`config.mk`:
```
export PLATFORM = sky130hd
export DESIGN_NAME = ahb_master_ctrl_flat
export DESIGN_NICKNAME = d
export VERILOG_FILES = /design/src/rtl/ahb_master_ctrl_if.sv /design/src/rtl/ahb_master_ctrl.sv /design/src/flat_wrapper.sv
export SDC_FILE = /design/constraint.sdc
export NUM_CORES = 1
export LEC_CHECK = 0
export ABC_AREA = 1
export BUFFER_PORTS_ARGS = -buffer_cell sky130_fd_sc_hd__buf_2
export CAP_MARGIN = 15
export CORE_ASPECT_RATIO = 1.75
export CORE_MARGIN = 2
export CORE_UTILIZATION = 50
export CTS_CLUSTER_DIAMETER = 120
export DETAILED_ROUTE_END_ITERATION = 16
export MAX_ROUTING_LAYER = met4
export PLACE_DENSITY = 0.88
export SETUP_SLACK_MARGIN = 0.1
export SYNTH_ARGS = -nofsm -noshare
export SYNTH_HDL_FRONTEND = slang
export SYNTH_SLANG_ARGS = --single-unit
```
`constraint.sdc`:
```
create_clock -name HCLK -period 1.9 [get_ports HCLK]
set_input_delay 0.38 -clock HCLK [delete_from_list [all_inputs] [get_ports HCLK]]
set_output_delay 0.38 -clock HCLK [all_outputs]
set_load 0.005 [all_outputs]
```
`src/rtl/ahb_master_ctrl_if.sv`:
```
`default_nettype none
// ============================================================================
// Module   : ahb_master_ctrl_if
// Brief    : Instruction handoff and AHB-Lite master bus bundle for ahb_master_ctrl
// Revision : 1.0 - initial release
// ============================================================================
interface ahb_master_ctrl_if #(
    parameter int ADDR_W = 32,
    parameter int DATA_W = 32
);
    logic              START;
    logic [31:0]       INSTR;
    logic              stall_flag;
    logic              HREADY;
    logic              HRESP;
    logic [DATA_W-1:0] HRDATA;
    logic [ADDR_W-1:0] HADDR;
    logic [1:0]        HTRANS;
    logic [2:0]        HBURST;
    logic [2:0]        HSIZE;
    logic              HWRITE;
    logic [DATA_W-1:0] HWDATA;
    logic [DATA_W-1:0] RDATA_OUT;
    logic              RDATA_VALID;
    logic              ERROR;

    // The controller itself
    modport master (
        input  START, INSTR, HREADY, HRESP, HRDATA,
        output stall_flag, HADDR, HTRANS, HBURST, HSIZE, HWRITE, HWDATA,
               RDATA_OUT, RDATA_VALID, ERROR
    );

    // Upstream fetch stage plus the addressed AHB slave
    modport slave (
        output START, INSTR, HREADY, HRESP, HRDATA,
        input  stall_flag, HADDR, HTRANS, HBURST, HSIZE, HWRITE, HWDATA,
               RDATA_OUT, RDATA_VALID, ERROR
    );
endinterface
`default_nettype wire

```
`src/rtl/ahb_master_ctrl.sv`:
```
`default_nettype none
// ============================================================================
// Module   : ahb_master_ctrl
// Brief    : Executes one encoded AHB-Lite transfer (SINGLE/INCR/WRAP) per START
// Revision : 1.0 - initial release
// ============================================================================
module ahb_master_ctrl #(
    parameter int              ADDR_W    = 32,
    parameter int              DATA_W    = 32,
    parameter logic [ADDR_W-1:0] BASE_ADDR = '0
) (
    input wire                 HCLK,
    input wire                 HRESETn,
    ahb_master_ctrl_if.master  bus
);

    typedef enum logic [2:0] {
        S_IDLE  = 3'd0,
        S_ADDR  = 3'd1,
        S_BURST = 3'd2,
        S_LAST  = 3'd3,
        S_ERR   = 3'd4
    } state_t;

    localparam int         C_MAX_SIZE    = $clog2(DATA_W / 8);
    localparam logic [1:0] C_HTRANS_IDLE = 2'b00;
    localparam logic [1:0] C_HTRANS_NSEQ = 2'b10;
    localparam logic [1:0] C_HTRANS_SEQ  = 2'b11;

    state_t              r_state;
    state_t              w_state_nxt;

    logic [ADDR_W-1:0]   r_addr;
    logic [ADDR_W-1:0]   r_inc;
    logic [ADDR_W-1:0]   r_mask;
    logic [7:0]          r_beats;
    logic [7:0]          r_abeat;
    logic [15:0]         r_offset;
    logic [2:0]          r_burst;
    logic [2:0]          r_size;
    logic                r_write;
    logic [DATA_W-1:0]   r_hwdata;
    logic [DATA_W-1:0]   r_rdata;
    logic                r_rvalid;
    logic                r_error;

    logic [2:0]          w_dec_burst;
    logic [2:0]          w_dec_size;
    logic [7:0]          w_dec_count;
    logic                w_dec_wrap;
    logic                w_illegal;
    logic [7:0]          w_dec_beats;
    logic [ADDR_W-1:0]   w_dec_inc;
    logic [ADDR_W-1:0]   w_dec_start;
    logic [ADDR_W-1:0]   w_dec_window;
    logic [ADDR_W-1:0]   w_dec_mask;
    logic [ADDR_W-1:0]   w_addr_nxt;
    logic                w_dphase;
    logic                w_bus_err;
    logic                w_accept;
    logic                w_load;

    // ------------------------------------------------------------------
    // Instruction decode (only meaningful while IDLE and START is high)
    // ------------------------------------------------------------------
    assign w_dec_burst = bus.INSTR[30:28];
    assign w_dec_size  = bus.INSTR[26:24];
    assign w_dec_count = bus.INSTR[23:16];
    assign w_dec_wrap  = (w_dec_burst == 3'b010) || (w_dec_burst == 3'b100) ||
                         (w_dec_burst == 3'b110);
    assign w_illegal   = (w_dec_size > 3'(C_MAX_SIZE)) || bus.INSTR[27] ||
                         (bus.INSTR == 32'hFFFF_FFFF);

    always_comb begin
        w_dec_beats = 8'd16;
        case (w_dec_burst)
            3'b000:         w_dec_beats = 8'd1;
            3'b001:         w_dec_beats = (w_dec_count == 8'd0) ? 8'd1 : w_dec_count;
            3'b010, 3'b011: w_dec_beats = 8'd4;
            3'b100, 3'b101: w_dec_beats = 8'd8;
            default:        w_dec_beats = 8'd16;
        endcase
    end

    assign w_dec_inc    = ADDR_W'(1) << w_dec_size;
    assign w_dec_start  = (BASE_ADDR + ADDR_W'(bus.INSTR[15:0])) & ~(w_dec_inc - ADDR_W'(1));
    assign w_dec_window = ADDR_W'(w_dec_beats) << w_dec_size;
    // An all-ones mask turns the wrapping address step into a plain linear one
    assign w_dec_mask   = w_dec_wrap ? (w_dec_window - ADDR_W'(1)) : '1;

    assign w_addr_nxt   = (r_addr & ~r_mask) | ((r_addr + r_inc) & r_mask);

    // A data phase is outstanding in BURST (previous beat) and LAST (final beat)
    assign w_dphase  = (r_state == S_BURST) || (r_state == S_LAST);
    assign w_bus_err = w_dphase && bus.HRESP && !bus.HREADY;
    assign w_load    = (r_state == S_IDLE) && bus.START && !w_illegal;

    // ------------------------------------------------------------------
    // FSM
    // ------------------------------------------------------------------
    always_ff @(posedge HCLK or negedge HRESETn) begin
        if (!HRESETn) begin
            r_state <= S_IDLE;
        end else begin
            r_state <= w_state_nxt;
        end
    end

    always_comb begin
        w_state_nxt = r_state;
        w_accept    = 1'b0;
        case (r_state)
            S_IDLE: begin
                if (w_load) begin
                    w_state_nxt = S_ADDR;
                end
            end
            S_ADDR: begin
                if (bus.HREADY) begin
                    w_accept    = 1'b1;
                    w_state_nxt = (r_beats == 8'd1) ? S_LAST : S_BURST;
                end
            end
            S_BURST: begin
                if (w_bus_err) begin
                    w_state_nxt = S_ERR;
                end else if (bus.HREADY) begin
                    w_accept = 1'b1;
                    if (r_abeat == (r_beats - 8'd1)) begin
                        w_state_nxt = S_LAST;
                    end
                end
            end
            S_LAST: begin
                if (w_bus_err) begin
                    w_state_nxt = S_ERR;
                end else if (bus.HREADY) begin
                    w_state_nxt = S_IDLE;
                end
            end
            S_ERR: begin
                w_state_nxt = S_IDLE;
            end
            default: begin
                w_state_nxt = S_IDLE;
            end
        endcase
    end

    // ------------------------------------------------------------------
    // Datapath
    // ------------------------------------------------------------------
    always_ff @(posedge HCLK or negedge HRESETn) begin
        if (!HRESETn) begin
            r_addr   <= '0;
            r_inc    <= '0;
            r_mask   <= '0;
            r_beats  <= 8'd0;
            r_abeat  <= 8'd0;
            r_offset <= 16'd0;
            r_burst  <= 3'd0;
            r_size   <= 3'd0;
            r_write  <= 1'b0;
            r_hwdata <= '0;
            r_rdata  <= '0;
            r_rvalid <= 1'b0;
            r_error  <= 1'b0;
        end else begin
            r_rvalid <= 1'b0;
            r_error  <= 1'b0;

            if ((r_state == S_IDLE) && bus.START && w_illegal) begin
                r_error <= 1'b1;
            end

            if (w_load) begin
                r_addr   <= w_dec_start;
                r_inc    <= w_dec_inc;
                r_mask   <= w_dec_mask;
                r_beats  <= w_dec_beats;
                r_abeat  <= 8'd0;
                r_offset <= bus.INSTR[15:0];
                r_burst  <= w_dec_burst;
                r_size   <= w_dec_size;
                r_write  <= bus.INSTR[31];
            end

            // Write data for the beat whose address was just accepted
            if (w_accept) begin
                r_hwdata <= DATA_W'({r_offset, 8'h00, r_abeat});
                r_addr   <= w_addr_nxt;
                r_abeat  <= r_abeat + 8'd1;
            end

            if (w_bus_err) begin
                r_error <= 1'b1;
            end

            if (w_dphase && bus.HREADY && !bus.HRESP && !r_write) begin
                r_rdata  <= bus.HRDATA;
                r_rvalid <= 1'b1;
            end
        end
    end

    // ------------------------------------------------------------------
    // Outputs
    // ------------------------------------------------------------------
    assign bus.HTRANS      = (r_state == S_ADDR)  ? C_HTRANS_NSEQ :
                             (r_state == S_BURST) ? C_HTRANS_SEQ  : C_HTRANS_IDLE;
    assign bus.HADDR       = r_addr;
    assign bus.HBURST      = r_burst;
    assign bus.HSIZE       = r_size;
    assign bus.HWRITE      = r_write;
    assign bus.HWDATA      = r_hwdata;
    assign bus.RDATA_OUT   = r_rdata;
    assign bus.RDATA_VALID = r_rvalid;
    assign bus.ERROR       = r_error;
    // Forced low during reset so every output reads 0 regardless of START
    assign bus.stall_flag  = HRESETn && ((r_state != S_IDLE) || bus.START);

endmodule
`default_nettype wire

```
`src/flat_wrapper.sv`:
```
// flat-port wrapper written by rule: the top's interface ports become plain ports
module ahb_master_ctrl_flat 
#(
    parameter int              ADDR_W    = 32,
    parameter int              DATA_W    = 32,
    parameter logic [ADDR_W-1:0] BASE_ADDR = '0
)
  (HCLK, HRESETn, bus_START, bus_INSTR, bus_HREADY, bus_HRESP, bus_HRDATA, bus_stall_flag, bus_HADDR, bus_HTRANS, bus_HBURST, bus_HSIZE, bus_HWRITE, bus_HWDATA, bus_RDATA_OUT, bus_RDATA_VALID, bus_ERROR);
  ahb_master_ctrl_if #(.ADDR_W(ADDR_W), .DATA_W(DATA_W)) bus_i ();
  input wire HCLK;
  input wire HRESETn;
  input wire logic [$bits(bus_i.START)-1:0] bus_START;
  input wire logic [$bits(bus_i.INSTR)-1:0] bus_INSTR;
  input wire logic [$bits(bus_i.HREADY)-1:0] bus_HREADY;
  input wire logic [$bits(bus_i.HRESP)-1:0] bus_HRESP;
  input wire logic [$bits(bus_i.HRDATA)-1:0] bus_HRDATA;
  output wire logic [$bits(bus_i.stall_flag)-1:0] bus_stall_flag;
  output wire logic [$bits(bus_i.HADDR)-1:0] bus_HADDR;
  output wire logic [$bits(bus_i.HTRANS)-1:0] bus_HTRANS;
  output wire logic [$bits(bus_i.HBURST)-1:0] bus_HBURST;
  output wire logic [$bits(bus_i.HSIZE)-1:0] bus_HSIZE;
  output wire logic [$bits(bus_i.HWRITE)-1:0] bus_HWRITE;
  output wire logic [$bits(bus_i.HWDATA)-1:0] bus_HWDATA;
  output wire logic [$bits(bus_i.RDATA_OUT)-1:0] bus_RDATA_OUT;
  output wire logic [$bits(bus_i.RDATA_VALID)-1:0] bus_RDATA_VALID;
  output wire logic [$bits(bus_i.ERROR)-1:0] bus_ERROR;
  assign bus_i.START = bus_START;
  assign bus_i.INSTR = bus_INSTR;
  assign bus_i.HREADY = bus_HREADY;
  assign bus_i.HRESP = bus_HRESP;
  assign bus_i.HRDATA = bus_HRDATA;
  assign bus_stall_flag = bus_i.stall_flag;
  assign bus_HADDR = bus_i.HADDR;
  assign bus_HTRANS = bus_i.HTRANS;
  assign bus_HBURST = bus_i.HBURST;
  assign bus_HSIZE = bus_i.HSIZE;
  assign bus_HWRITE = bus_i.HWRITE;
  assign bus_HWDATA = bus_i.HWDATA;
  assign bus_RDATA_OUT = bus_i.RDATA_OUT;
  assign bus_RDATA_VALID = bus_i.RDATA_VALID;
  assign bus_ERROR = bus_i.ERROR;
  ahb_master_ctrl #(.ADDR_W(ADDR_W), .DATA_W(DATA_W), .BASE_ADDR(BASE_ADDR)) u_core (.HCLK(HCLK), .HRESETn(HRESETn), .bus(bus_i));
endmodule
```
==> metrics.md, run 1 <==
| Metric | Value |
|---|---|
| Hpwl dp | `18500 um` |
| Maximum clock rate | `435 MHz` |
| Worst-Margin Slew | `0.626 ns` |
| Largest area contributor in the netlist | `sky130_fd_sc_hd__dfrtp_1` |
| Share of async-settable or async-resettable flops after synthesis | `1.00` |
| Share of the synthesized area in compound gates (AO/OA/AOI/OAI) | `0.104` |
| Fraction of final layout cells sized beyond drive strength 1 | `0.394` |
| Layout area overhead | `46.7%` |
| Global router's overall resource usage | `0.302` |
| Critical path type | `register to register` |
| Largest fanout on the critical path | `3` |
| Final Wtd Congestion | `0.900` |
| Insertion delay to the later sink of the worst-skew pair | `0.44 ns` |
| Flops & latches, synth | `169` |
| Die Footprint | `0.0179 mm^2` |
| Placement Cell Area | `0.0104 mm^2` |
| PnR worst setup slack | `-0.397 ns` |
| Number of pins exceeding their max-slew limit in the final report | `0` |
| Syn avg cell area | `7.97 um^2` |
| Total leakage power | `6.35 nW` |
| Chain of cells forming the critical path | `ha_2 > inv_2 > fa_2 > inv_2 > nand3_2 > nand2_4 > nand2_2 > nand2_2 > a21oi_2 > nor2_1 > o21ai_2 > a21oi_2 > nand3_1 > o21ai_1 > nor2_1` |
| Final setup TNS | `-16.81 ns` |
| Number of antenna-violating nets in the routed design | `0` |
| Fraction of the mapped netlist area in adder cells | `0.0247` |
| WP data required | `2.23 ns` |
| Total wire length | `32300 um` |
| Post-CTS clock slew at the launch and capture registers of the worst setup and hold paths | `0.07 ns` |
| Worst slew margin | `0.582` |
| Number of enable flip-flop cells after synthesis | `0` |
| Shortest clock period the worst path allows after layout | `2.30 ns` |
| Critical-path top delay cell | `sky130_fd_sc_hd__dfrtp_1` |
| Remaining design rule violation count | `0` |
| Clk buf depth | `2` |
| Number of CTS-inserted buffers | `17` |
| H-tree depth | `4` |
| CTS tree | `yes` |
| WL/cell | `20.2 um` |
| CP arrival | `2.63 ns` |
| Final standard cell area without fillers | `0.0123 mm^2` |
| Crit. End Element | `register` |
| Power density normalized to cell area | `1420 mW/mm^2` |
| Final setup skew | `0.00828 ns` |
| Post-Synthesis Cell Area | `0.00840 mm^2` |
| Vertical extent of the die | `175 um` |
| Post-synthesis cell count | `1054` |
| Setup repair after global routing missed its margin | `true` |
| Number of max-cap violations | `0` |
| Status | `complete, but fails checks` |
| Number of endpoints failing setup at the final stage | `100` |
| Critical Path Source Type | `register` |
| Biggest area contributors in the synthesized netlist | `sky130_fd_sc_hd__dfrtp_1 (50%), sky130_fd_sc_hd__nand2_1 (15%), sky130_fd_sc_hd__inv_1 (4.7%), sky130_fd_sc_hd__o21ai_0 (4.6%), sky130_fd_sc_hd__nand3_1 (4.2%)` |
| Share of cell area taken by muxes after synthesis | `0.00596` |
| Violations in the final reports | `setup timing` |
| Area share of the largest cell type after synthesis | `0.504` |
| Post-synthesis share of cell area spent on xor and xnor gates | `0.0136` |
| Clock tree root buffer cell | `sky130_fd_sc_hd__clkbuf_16` |
| Number of I/O pins | `177` |
| Worst hold-check path type | `input pin to register` |
| Rows | `62` |
| Initial antenna violation count | `1` |
| Routed via count | `9251` |
| Vias in the first global route | `8478` |
| Largest net degree at the start of global routing | `111` |
| Part of the Yosys area used for sequential elements | `0.504` |
| Final worst path period share | `1.21` |
| Initial DRT Pass Iterations | `8` |
| Area of the core | `0.0164 mm^2` |
| Initial core utilization | `0.510` |
| Floorplan die width | `102 um` |
| Nets@finish | `1447` |
| Input/output buffers | `168` |
| Synthesis warning total | `0` |
| Slowest cell delay on critical path | `0.39 ns` |
| Main combinational cell family by area after synthesis | `simple AND/OR/NAND/NOR gates` |
| FILL cells | `1088` |
| Synthesized-area fraction occupied by and/or/nand/nor cells | `0.270` |
| Clock Sink Count | `169` |
| Global route overflow | `0` |
| Post-synth top flop | `sky130_fd_sc_hd__dfrtp_1` |
| Unique cell type count in the Yosys netlist | `46` |
| Iteration-0 DRC count of the detailed router | `853` |
| Global-route wire length before repair | `40800 um` |
| Maximum vdd drop | `0.767 mV` |
| Vias/cell | `5.79` |
| Count of final hold-check violations | `0` |
## worst max-delay path: cells and delay by family, from the launching register on
| family | cells | cell delay (ns) |
|---|---|---|
| compound gates | 4 | 0.48 |
| buf+inv | 2 | 0.12 |
| fa+ha+maj | 2 | 0.58 |
| flops | 1 | 0.39 |
| simple gates | 7 | 0.61 |
## logic make-up (layout without fill, tap and decap cells)
group                    Yosys count  in the layout
AO/OA/AOI/OAI                    156            156
XOR/XNOR                          13             13
adder cells (fa/ha/maj)           16             16
buffers and inverters            157            470
flip-flops                       169            169
multiplexers                       5              5
other                              1              9
AND/OR/NAND/NOR                  537            537
## routing by layer
layer,vias up,track usage,part of all wire
met5,-,-,0
met4,0,0.216,0.083
met3,234,0.0382,0.075
met2,642,0.514,0.51
met1,4346,0.315,0.33
li1,4029,-,-
## metrics by stage
step	worst slack, ns	std cells	total power, W	hold WS (ns)	util
3_3_place_gp	-0.247	1514	0.0115	0.210	0.629
4_1_cts	-0.171	1559	0.0157	0.143	0.683
5_1_grt	-0.479	1599	0.0185	0.146	0.749
2_1_floorplan	-0.0523	1061	0.00915	0.0844	-
6_report	-0.397	1599	0.0175	0.141	0.749
3_5_place_dp	-0.318	1514	0.0118	0.210	0.629
## flip-flops by register name, indices dropped and copies added, names as in the netlist, 8 cells and up, named ones only
register and cells:
u_core.bus.RDATA_OUT 32, u_core.r_mask 29, u_core.bus.HWDATA 24, u_core.bus.HADDR 16, u_core.r_offset 16, u_core.r_abeat 8, u_core.r_beats 8, u_core.r_inc 8
## synthesized netlist by cell type, types with 9 or more instances
cell type / count
sky130_fd_sc_hd__nand4_1: 21
sky130_fd_sc_hd__nor2_1: 81
sky130_fd_sc_hd__dfrtp_1: 169
sky130_fd_sc_hd__nor3_1: 16
sky130_fd_sc_hd__ha_1: 15
sky130_fd_sc_hd__nand2_1: 327
sky130_fd_sc_hd__a21oi_1: 36
sky130_fd_sc_hd__inv_1: 106
sky130_fd_sc_hd__clkbuf_1: 21
sky130_fd_sc_hd__buf_2: 14
sky130_fd_sc_hd__o21ai_0: 77
sky130_fd_sc_hd__nand3_1: 71
sky130_fd_sc_hd__buf_4: 9
## area by class of cell
type	count	area, um^2	share of cell area
Multi-Input combinational cell	735	4430	0.360
Sequential cell	169	4230	0.343
Timing Repair Buffer	328	2370	0.192
Inverter	111	439	0.0357
Clock buffer	17	425	0.0345
Tap cell	224	280	0.0228
Clock inverter	14	138	0.0112
Antenna cell	1	2.50	0.000203
## path summary, 6_finish.rpt
| kind | startpoint | to | slack (ns) | depth (start not counted) |
|---|---|---|---|---|
| worst max-delay path | register | register | -0.40 | 15 |
| worst min register to register | u_core.bus.RDATA_OUT[29] | u_core.bus.RDATA_OUT[29] | 0.47 | 2 |
| worst min-delay path | bus_HRDATA[8] | u_core.bus.RDATA_OUT[8] | 0.14 | 3 |
| min in group asynchronous | HRESETn | u_core.r_offset[4] | 0.32 | 2 |
| max in group asynchronous | HRESETn | u_core.r_inc[7] | 0.74 | 3 |
| worst max register to register | register | register | -0.40 | 15 |
## report_power, final
part,internal (W),switching (W)
clock,0.00183,0.00160
sequential,0.00502,0.00116
combinational,0.00349,0.00444
total,0.0103,0.00719
## what timing repair did
action	in CTS	in global routing
cloned	0	8
resized for setup	53	214
endpoints found under the setup margin	31	79
setup buffers	13	32
pin swaps	27	35
hold buffers	1	0
endpoints found under the hold margin	12	0
## placed cells by master, fill, tap and decap left out, drive strengths merged, types with 4 or more instances in the layout
master    synthesis  final
a31oi             7      7
nor4              5      5
nand4            21     21
buf              25    322
o32ai             6      6
o22ai             4      4
clkinv            1      5
a22oi             4      4
ha               15     15
clkbuf           21     22
nand2           331    331
mux2i             5      5
inv             110    115
xor2              7      7
dfrtp           169    169
nor3             19     19
nor2             85     85
o21ai            85     85
conb              1      8
nand3            71     71
clkinvlp          0      4
xnor2             6      6
a21oi            38     38
(Power assumes the default switching activity.)
==> inputs of run 2 (changes only) <==
--- a/config.mk
+++ b/config.mk
@@ -5,16 +5,16 @@
 export SDC_FILE = /design/constraint.sdc
 export NUM_CORES = 1
 export LEC_CHECK = 0
-export ABC_AREA = 1
 export BUFFER_PORTS_ARGS = -buffer_cell sky130_fd_sc_hd__buf_2
 export CAP_MARGIN = 15
 export CORE_ASPECT_RATIO = 1.75
-export CORE_MARGIN = 2
+export CORE_MARGIN = 8
 export CORE_UTILIZATION = 50
 export CTS_CLUSTER_DIAMETER = 120
 export DETAILED_ROUTE_END_ITERATION = 16
 export MAX_ROUTING_LAYER = met4
 export PLACE_DENSITY = 0.88
+export REMOVE_ABC_BUFFERS = 1
 export SETUP_SLACK_MARGIN = 0.1
 export SYNTH_ARGS = -nofsm -noshare
 export SYNTH_HDL_FRONTEND = slang
==> metrics.md, run 2 <==
| Metric | Value |
|---|---|
| Status | `complete, but fails checks` |
| Violations in the final reports | `setup timing` |
| Routed via count | `9283` |
| Clock Sink Count | `169` |
| Pre-CTS setup slack | `-0.796 ns` |
| Die Footprint | `0.0210 mm^2` |
| Top Layer Used | `met4` |
| Global route overflow | `0` |
| FILL cells | `894` |
| PnR worst setup slack | `-0.638 ns` |
| Final std cells w/o fill | `1475` |
| CP arrival | `2.86 ns` |
| Final Wtd Congestion | `0.914` |
| Number of endpoints failing setup at the final stage | `103` |
| CP dominant cell by count | `sky130_fd_sc_hd__a21o_1` |
| Detailed-routing wirelength on met1 | `11600 um` |
| Flops & latches, synth | `169` |
| Largest fanout on the critical path | `5` |
| Number of enable flip-flop cells after synthesis | `0` |
| Clock tree root buffer cell | `sky130_fd_sc_hd__clkbuf_16` |
| Total wire length | `35600 um` |
| Part of the Yosys area used for sequential elements | `0.515` |
| Slowest cell delay on critical path | `0.42 ns` |
| Vias in the first global route | `8553` |
| Number of pins exceeding their max-slew limit in the final report | `0` |
| WP data required | `2.22 ns` |
| Util after Layout | `0.779` |
| Number of placed cells counting well taps | `1391` |
| Final setup skew | `0.0214 ns` |
| Crit. End Element | `register` |
| Iteration-0 DRC count of the detailed router | `1154` |
| CTS tree | `yes` |
| Number of I/O pins | `177` |
| Post-CTS clock slew at the launch and capture registers of the worst setup and hold paths | `0.08 ns` |
| Amount of wire on met2 after detailed routing | `17500 um` |
| Maximum vdd drop | `0.745 mV` |
| Critical Path Source Type | `register` |
| Remaining design rule violation count | `0` |
| Shortest clock period the worst path allows after layout | `2.54 ns` |
| Power density normalized to cell area | `1380 mW/mm^2` |
| Post-Synthesis Cell Area | `0.00822 mm^2` |
| Total leakage power | `6.44 nW` |
| Count of final hold-check violations | `0` |
| Buffer and inverter count on the worst path | `0` |
| Syn avg cell area | `8.91 um^2` |
| Floorplan die width | `113 um` |
| DR WL met3 | `3480 um` |
| Critical-path top delay cell | `sky130_fd_sc_hd__dfrtp_1` |
| Initial core utilization | `0.504` |
| Share of async-settable or async-resettable flops after synthesis | `1.00` |
| H-tree depth | `4` |
| Final worst path period share | `1.34` |
| Unique cell type count in the Yosys netlist | `69` |
| Largest area contributor in the netlist | `sky130_fd_sc_hd__dfrtp_1` |
| Setup repair after global routing missed its margin | `true` |
| Hpwl dp | `18700 um` |
| Number of CTS-inserted buffers | `17` |
| Rows | `62` |
| Input/output buffers | `168` |
| Vias/cell | `6.29` |
| Count leader, synth | `sky130_fd_sc_hd__nand2_1` |
| Worst-Margin Slew | `0.651 ns` |
| Critical path type | `register to register` |
| Initial DRT Pass Iterations | `5` |
| Layout area overhead | `54.4%` |
| WL/cell | `24.1 um` |
| Clk buf depth | `2` |
| Worst hold-check path type | `input pin to register` |
| Number of max-cap violations | `0` |
| Commonest non-fill, non-tap cell in the layout | `sky130_fd_sc_hd__nand2_1` |
| Chain of cells forming the critical path | `ha_1 > a21o_1 > a21o_1 > a2111oi_4 > o31a_1 > nor2_4 > a211oi_2 > a311oi_2` |
| Number of antenna-violating nets in the routed design | `0` |
| Leading cell types in the layout, fill and taps excluded | `sky130_fd_sc_hd__nand2_1 (265), sky130_fd_sc_hd__dfrtp_1 (169), sky130_fd_sc_hd__buf_2 (165)` |
| Global-route wire length before repair | `43300 um` |
| Largest net degree at the start of global routing | `88` |
| Most frequent cells after synthesis | `sky130_fd_sc_hd__nand2_1 (297), sky130_fd_sc_hd__dfrtp_1 (169), sky130_fd_sc_hd__nor2_1 (65), sky130_fd_sc_hd__nand3_1 (36), sky130_fd_sc_hd__o21ai_0 (27)` |
| Insertion delay to the later sink of the worst-skew pair | `0.47 ns` |
| Initial antenna violation count | `2` |
| Post-synthesis cell count | `922` |
| Nets@finish | `1353` |
| Area of the core | `0.0163 mm^2` |
| Fraction of final layout cells sized beyond drive strength 1 | `0.436` |
| Biggest area contributors in the synthesized netlist | `sky130_fd_sc_hd__dfrtp_1 (51%), sky130_fd_sc_hd__nand2_1 (14%), sky130_fd_sc_hd__nor2_1 (3.0%), sky130_fd_sc_hd__ha_1 (2.3%), sky130_fd_sc_hd__nand3_1 (2.2%)` |
| Vertical extent of the die | `186 um` |
| Global router's overall resource usage | `0.270` |
| Maximum clock rate | `394 MHz` |
| Area share of the largest cell type after synthesis | `0.515` |
| Flip-flop count of the largest register, all copies and words added | `32` |
| Kind of cell with the highest combined delay on the critical path | `compound AO/OA/AOI/OAI gates` |
| Final setup TNS | `-23.61 ns` |
| Post-synth top flop | `sky130_fd_sc_hd__dfrtp_1` |
| Worst slew margin | `0.562` |
| Synthesis warning total | `0` |
[run 2: cell types whose count changed in the layout (fill, tap and decap cells not counted), sizes merged, moves of 16 or more]
cell,before,now
nand3,71,36
inv,115,26
a21oi,38,21
nor2,85,65
o21ai,85,31
and3,0,16
buf,322,362
nand2,331,297
[run 2: worst paths after layout]
| kind | cells past startpoint | startpoint | slack, ns | endpoint |
|---|---|---|---|---|
| max | 8 | register | -0.64 | register |
| min | 3 | bus_HRDATA[10] | 0.11 | u_core.bus.RDATA_OUT[10] |
| max reg2reg | 8 | register | -0.64 | register |
| min reg2reg | 2 | u_core.bus.HWDATA[19] | 0.47 | u_core.bus.HWDATA[19] |
| max in group asynchronous | 3 | HRESETn | 0.97 | u_core.bus.RDATA_OUT[8] |
| min in group asynchronous | 3 | HRESETn | 0.52 | u_core.bus.HADDR[20] |
[run 2: final cells by class]
type / count / area (um^2) / share of cell area
antenna: 2 / 5.00 / 0.000395
clock buffer: 17 / 425 / 0.0335
clock inverter: 15 / 198 / 0.0156
inverter: 17 / 63.8 / 0.00503
multi-input combinational: 689 / 4600 / 0.362
sequential: 169 / 4230 / 0.333
tap: 192 / 240 / 0.0189
timing repair buffer: 374 / 2930 / 0.231
[run 2: through the flow]
stage	area [um^2]	total power [W]	hold slack (ns)
2_1_floorplan	8000	0.00850	0.0844
3_3_place_gp	10300	0.0110	0.448
3_5_place_dp	10300	0.0113	0.453
4_1_cts	11500	0.0156	0.123
5_1_grt	12700	0.0183	0.105
6_report	12700	0.0175	0.113
[run 2: timing repair]
item | 4_1_cts | 5_1_grt
pin swaps | 47 | 76
hold endpoints to repair | 7 | 0
setup endpoints to repair | 106 | 133
cloned | 1 | 11
buffers inserted | 15 | 27
resized for setup | 102 | 180
hold buffers | 1 | 0
[run 2: logic make-up after synthesis]
family,share of synthesized area
compound gates,0.124
simple gates,0.259
mux,0.0174
flops,0.515
fa+ha+maj,0.0253
other cells,0.000456
xor+xnor,0.0224
buf+inv,0.0372
[run 2: power breakdown]
part,internal (W),switching [W],total [W]
Clock,0.00192,0.00184,0.00376
Combinational,0.00351,0.00413,0.00764
Sequential,0.00498,0.00116,0.00615
Total,0.0104,0.00714,0.0175
[run 2: layer usage]
layer,GRT usage,up-vias
met5,-,-
met4,0.166,0
met3,0.0598,254
met2,0.484,735
met1,0.260,4442
li1,-,3852
[run 2: worst reg2reg max path: stages (launching register included)]
cell and delay (ns):
sky130_fd_sc_hd__dfrtp_1 0.42, sky130_fd_sc_hd__ha_1 0.31, sky130_fd_sc_hd__a21o_1 0.20, sky130_fd_sc_hd__a21o_1 0.23, sky130_fd_sc_hd__a2111oi_4 0.41, sky130_fd_sc_hd__o31a_1 0.35, sky130_fd_sc_hd__nor2_4 0.12, sky130_fd_sc_hd__a211oi_2 0.27
sky130_fd_sc_hd__a311oi_2 0.10
==> inputs of run 3 (changes only) <==
--- a/config.mk
+++ b/config.mk
@@ -13,7 +13,7 @@
 export CTS_CLUSTER_DIAMETER = 120
 export DETAILED_ROUTE_END_ITERATION = 16
 export MAX_ROUTING_LAYER = met4
-export PLACE_DENSITY = 0.88
+export PLACE_DENSITY = 0.85
 export REMOVE_ABC_BUFFERS = 1
 export SETUP_SLACK_MARGIN = 0.1
 export SYNTH_ARGS = -nofsm -noshare
==> constraint.sdc (replaced) <==
create_clock -name HCLK -period 2.7 [get_ports HCLK]
set_input_delay 0.54 -clock HCLK [delete_from_list [all_inputs] [get_ports HCLK]]
set_output_delay 0.54 -clock HCLK [all_outputs]
set_load 0.005 [all_outputs]
==> metrics.md, run 3 (synthesis gave the netlist of run 2 again) <==
| Metric | Value |
|---|---|
| Status | `finished clean` |
| Global-route wire length before repair | `37300 um` |
| Met3 Resource Use GR | `0.0497` |
| Nets@finish | `1214` |
| Leading cell types in the layout, fill and taps excluded | `sky130_fd_sc_hd__nand2_1 (297), sky130_fd_sc_hd__dfrtp_1 (169), sky130_fd_sc_hd__buf_2 (167)` |
| Clock tree root buffer cell | `sky130_fd_sc_hd__clkbuf_16` |
| Maximum vdd drop | `0.475 mV` |
| Input/output buffers | `168` |
| Area of the core | `0.0163 mm^2` |
| Register Area | `0.00423 mm^2` |
| Number of CTS-inserted buffers | `17` |
| Maximum clock rate | `402 MHz` |
| Total leakage power | `5.33 nW` |
| Clk buf depth | `2` |
| Commonest non-fill, non-tap cell in the layout | `sky130_fd_sc_hd__nand2_1` |
| Number of antenna-violating nets in the routed design | `0` |
| Setup repair after global routing missed its margin | `false` |
| Largest fanout on the critical path | `8` |
| Number of endpoints failing setup at the final stage | `0` |
| Worst slew margin | `0.305` |
| Vias in the first global route | `7436` |
| WP data required | `3.05 ns` |
| Kind of cell with the highest combined delay on the critical path | `compound AO/OA/AOI/OAI gates` |
| Final worst path period share | `0.922` |
| Buffer and inverter count on the worst path | `2` |
| Final setup skew | `0.0126 ns` |
| # diodes | `0` |
| Floorplan die width | `113 um` |
| WL/cell | `17.6 um` |
| Shortest clock period the worst path allows after layout | `2.49 ns` |
| Layout area overhead | `26.2%` |
| Worst hold-check path type | `input pin to async pin` |
| Overall power of the completed layout | `0.0102 W` |
| Vertical extent of the die | `186 um` |
| Insertion delay to the later sink of the worst-skew pair | `0.43 ns` |
| Rows | `62` |
| Final Wtd Congestion | `0.891` |
| Slowest cell delay on critical path | `0.41 ns` |
| Remaining design rule violation count | `0` |
| Iteration-0 DRC count of the detailed router | `634` |
| Initial antenna violation count | `0` |
| Hold WS | `0.147 ns` |
| Initial core utilization | `0.504` |
| FILL cells | `1335` |
| Global router's overall resource usage | `0.231` |
| Chain of cells forming the critical path | `ha_1 > a21o_1 > a21o_1 > a2111oi_4 > buf_4 > o31a_1 > buf_12 > nor2_1 > nand3_1 > mux2i_1` |
| Met2 Use GR | `0.414` |
| Hpwl dp | `17000 um` |
| Reg-to-reg endpoint | `u_core.bus.HADDR[23]` |
| Initial DRT Pass Iterations | `5` |
| Total wire length | `23400 um` |
| CTS tree | `yes` |
| H-tree depth | `4` |
| Worst-Margin Slew | `1.04 ns` |
| Clock Sink Count | `169` |
| Critical Path Source Type | `register` |
| Critical path type | `register to register` |
| Number of pins exceeding their max-slew limit in the final report | `0` |
| Vias/cell | `5.62` |
| Largest net degree at the start of global routing | `170` |
| CP dominant cell by count | `sky130_fd_sc_hd__a21o_1` |
| Fraction of final layout cells sized beyond drive strength 1 | `0.252` |
| Busiest layer in global routing | `met2` |
| Reg2reg setup slack | `0.21 ns` |
| CP arrival | `2.84 ns` |
| Final setup TNS | `0 ns` |
| Number of max-cap violations | `0` |
| Area taken by multi-input logic gates | `0.00379 mm^2` |
| Critical-path top delay cell | `sky130_fd_sc_hd__dfrtp_1` |
| Count of final hold-check violations | `0` |
| Crit. End Element | `register` |
| Flip-flop count of the largest register, all copies and words added | `32` |
| Global route overflow | `0` |
| Met1 track demand over resource in global routing | `0.234` |
| Die Footprint | `0.0210 mm^2` |
| Post-CTS clock slew at the launch and capture registers of the worst setup and hold paths | `0.08 ns` |
| Number of I/O pins | `177` |
| Routed via count | `7503` |
| Reg2Reg Depth | `10` |
| Power density normalized to cell area | `979 mW/mm^2` |
## run 3: cell count changes in the layout (fill, tap and decap cells not counted), moves of 15 or more
cell and change:
sky130_fd_sc_hd__nand2_1 +32, sky130_fd_sc_hd__nor2_1 +24, sky130_fd_sc_hd__nand2_2 -23, sky130_fd_sc_hd__buf_6 -32, sky130_fd_sc_hd__buf_4 -80, sky130_fd_sc_hd__nand3_1 +15, sky130_fd_sc_hd__o21ai_0 +20
## run 3: through the flow
stage	setup slack, ns	util	std cells	cell area (um^2)
after floorplan	-1.95	-	875	8000
after global placement	-0.0145	0.592	1298	9640
after detailed placement	-0.0768	0.592	1298	9640
after CTS	0.0738	0.631	1330	10300
after global routing	0.0829	0.637	1334	10400
final	0.211	0.637	1334	10400
## run 3: worst max-delay path by stage
stage          depth (start not counted)  slack, ns              endpoint
5_1_grt                               12       0.08  u_core.bus.HADDR[24]
6_report                              10       0.21  u_core.bus.HADDR[23]
3_5_place_dp                          11      -0.08     u_core.r_mask[14]
4_1_cts                                9       0.07              register
2_1_floorplan                          9      -1.95     u_core.r_mask[10]
3_3_place_gp                          11      -0.01     u_core.r_mask[14]
## run 3: area by class of cell
type	count	area share
clock buffer	17	0.0410
clock inverter	15	0.0195
timing repair buffer	235	0.137
tap	192	0.0232
sequential	169	0.408
inverter	17	0.00615
multi-input combinational	689	0.366
## run 3: power breakdown
part / internal, W / switching [W]
registers: 0.00351 / 0.000709
logic: 0.00151 / 0.00191
clock network: 0.00135 / 0.00117
total: 0.00636 / 0.00379
## run 3: routing by layer
layer  up-vias  part of all wire
met5         -                 0
met4         0             0.037
met3        52             0.052
li1       3563                 -
met2       278              0.53
met1      3610              0.38
## run 3: worst reg2reg max path, delay by kind of cell (launching register included)
family,cells,cell delay (ns)
adders and majority gates,1,0.31
AOI/OAI and AO/OA,4,0.96
buffers and inverters,2,0.33
muxes,1,0.21
and+or+nand+nor,2,0.18
DFF,1,0.41
## run 3: repair_timing
action,CTS,global route
setup endpoints to repair,3,13
pin swaps,0,8
setup buffers,0,4
hold buffers,0,0
resized for setup,1,12
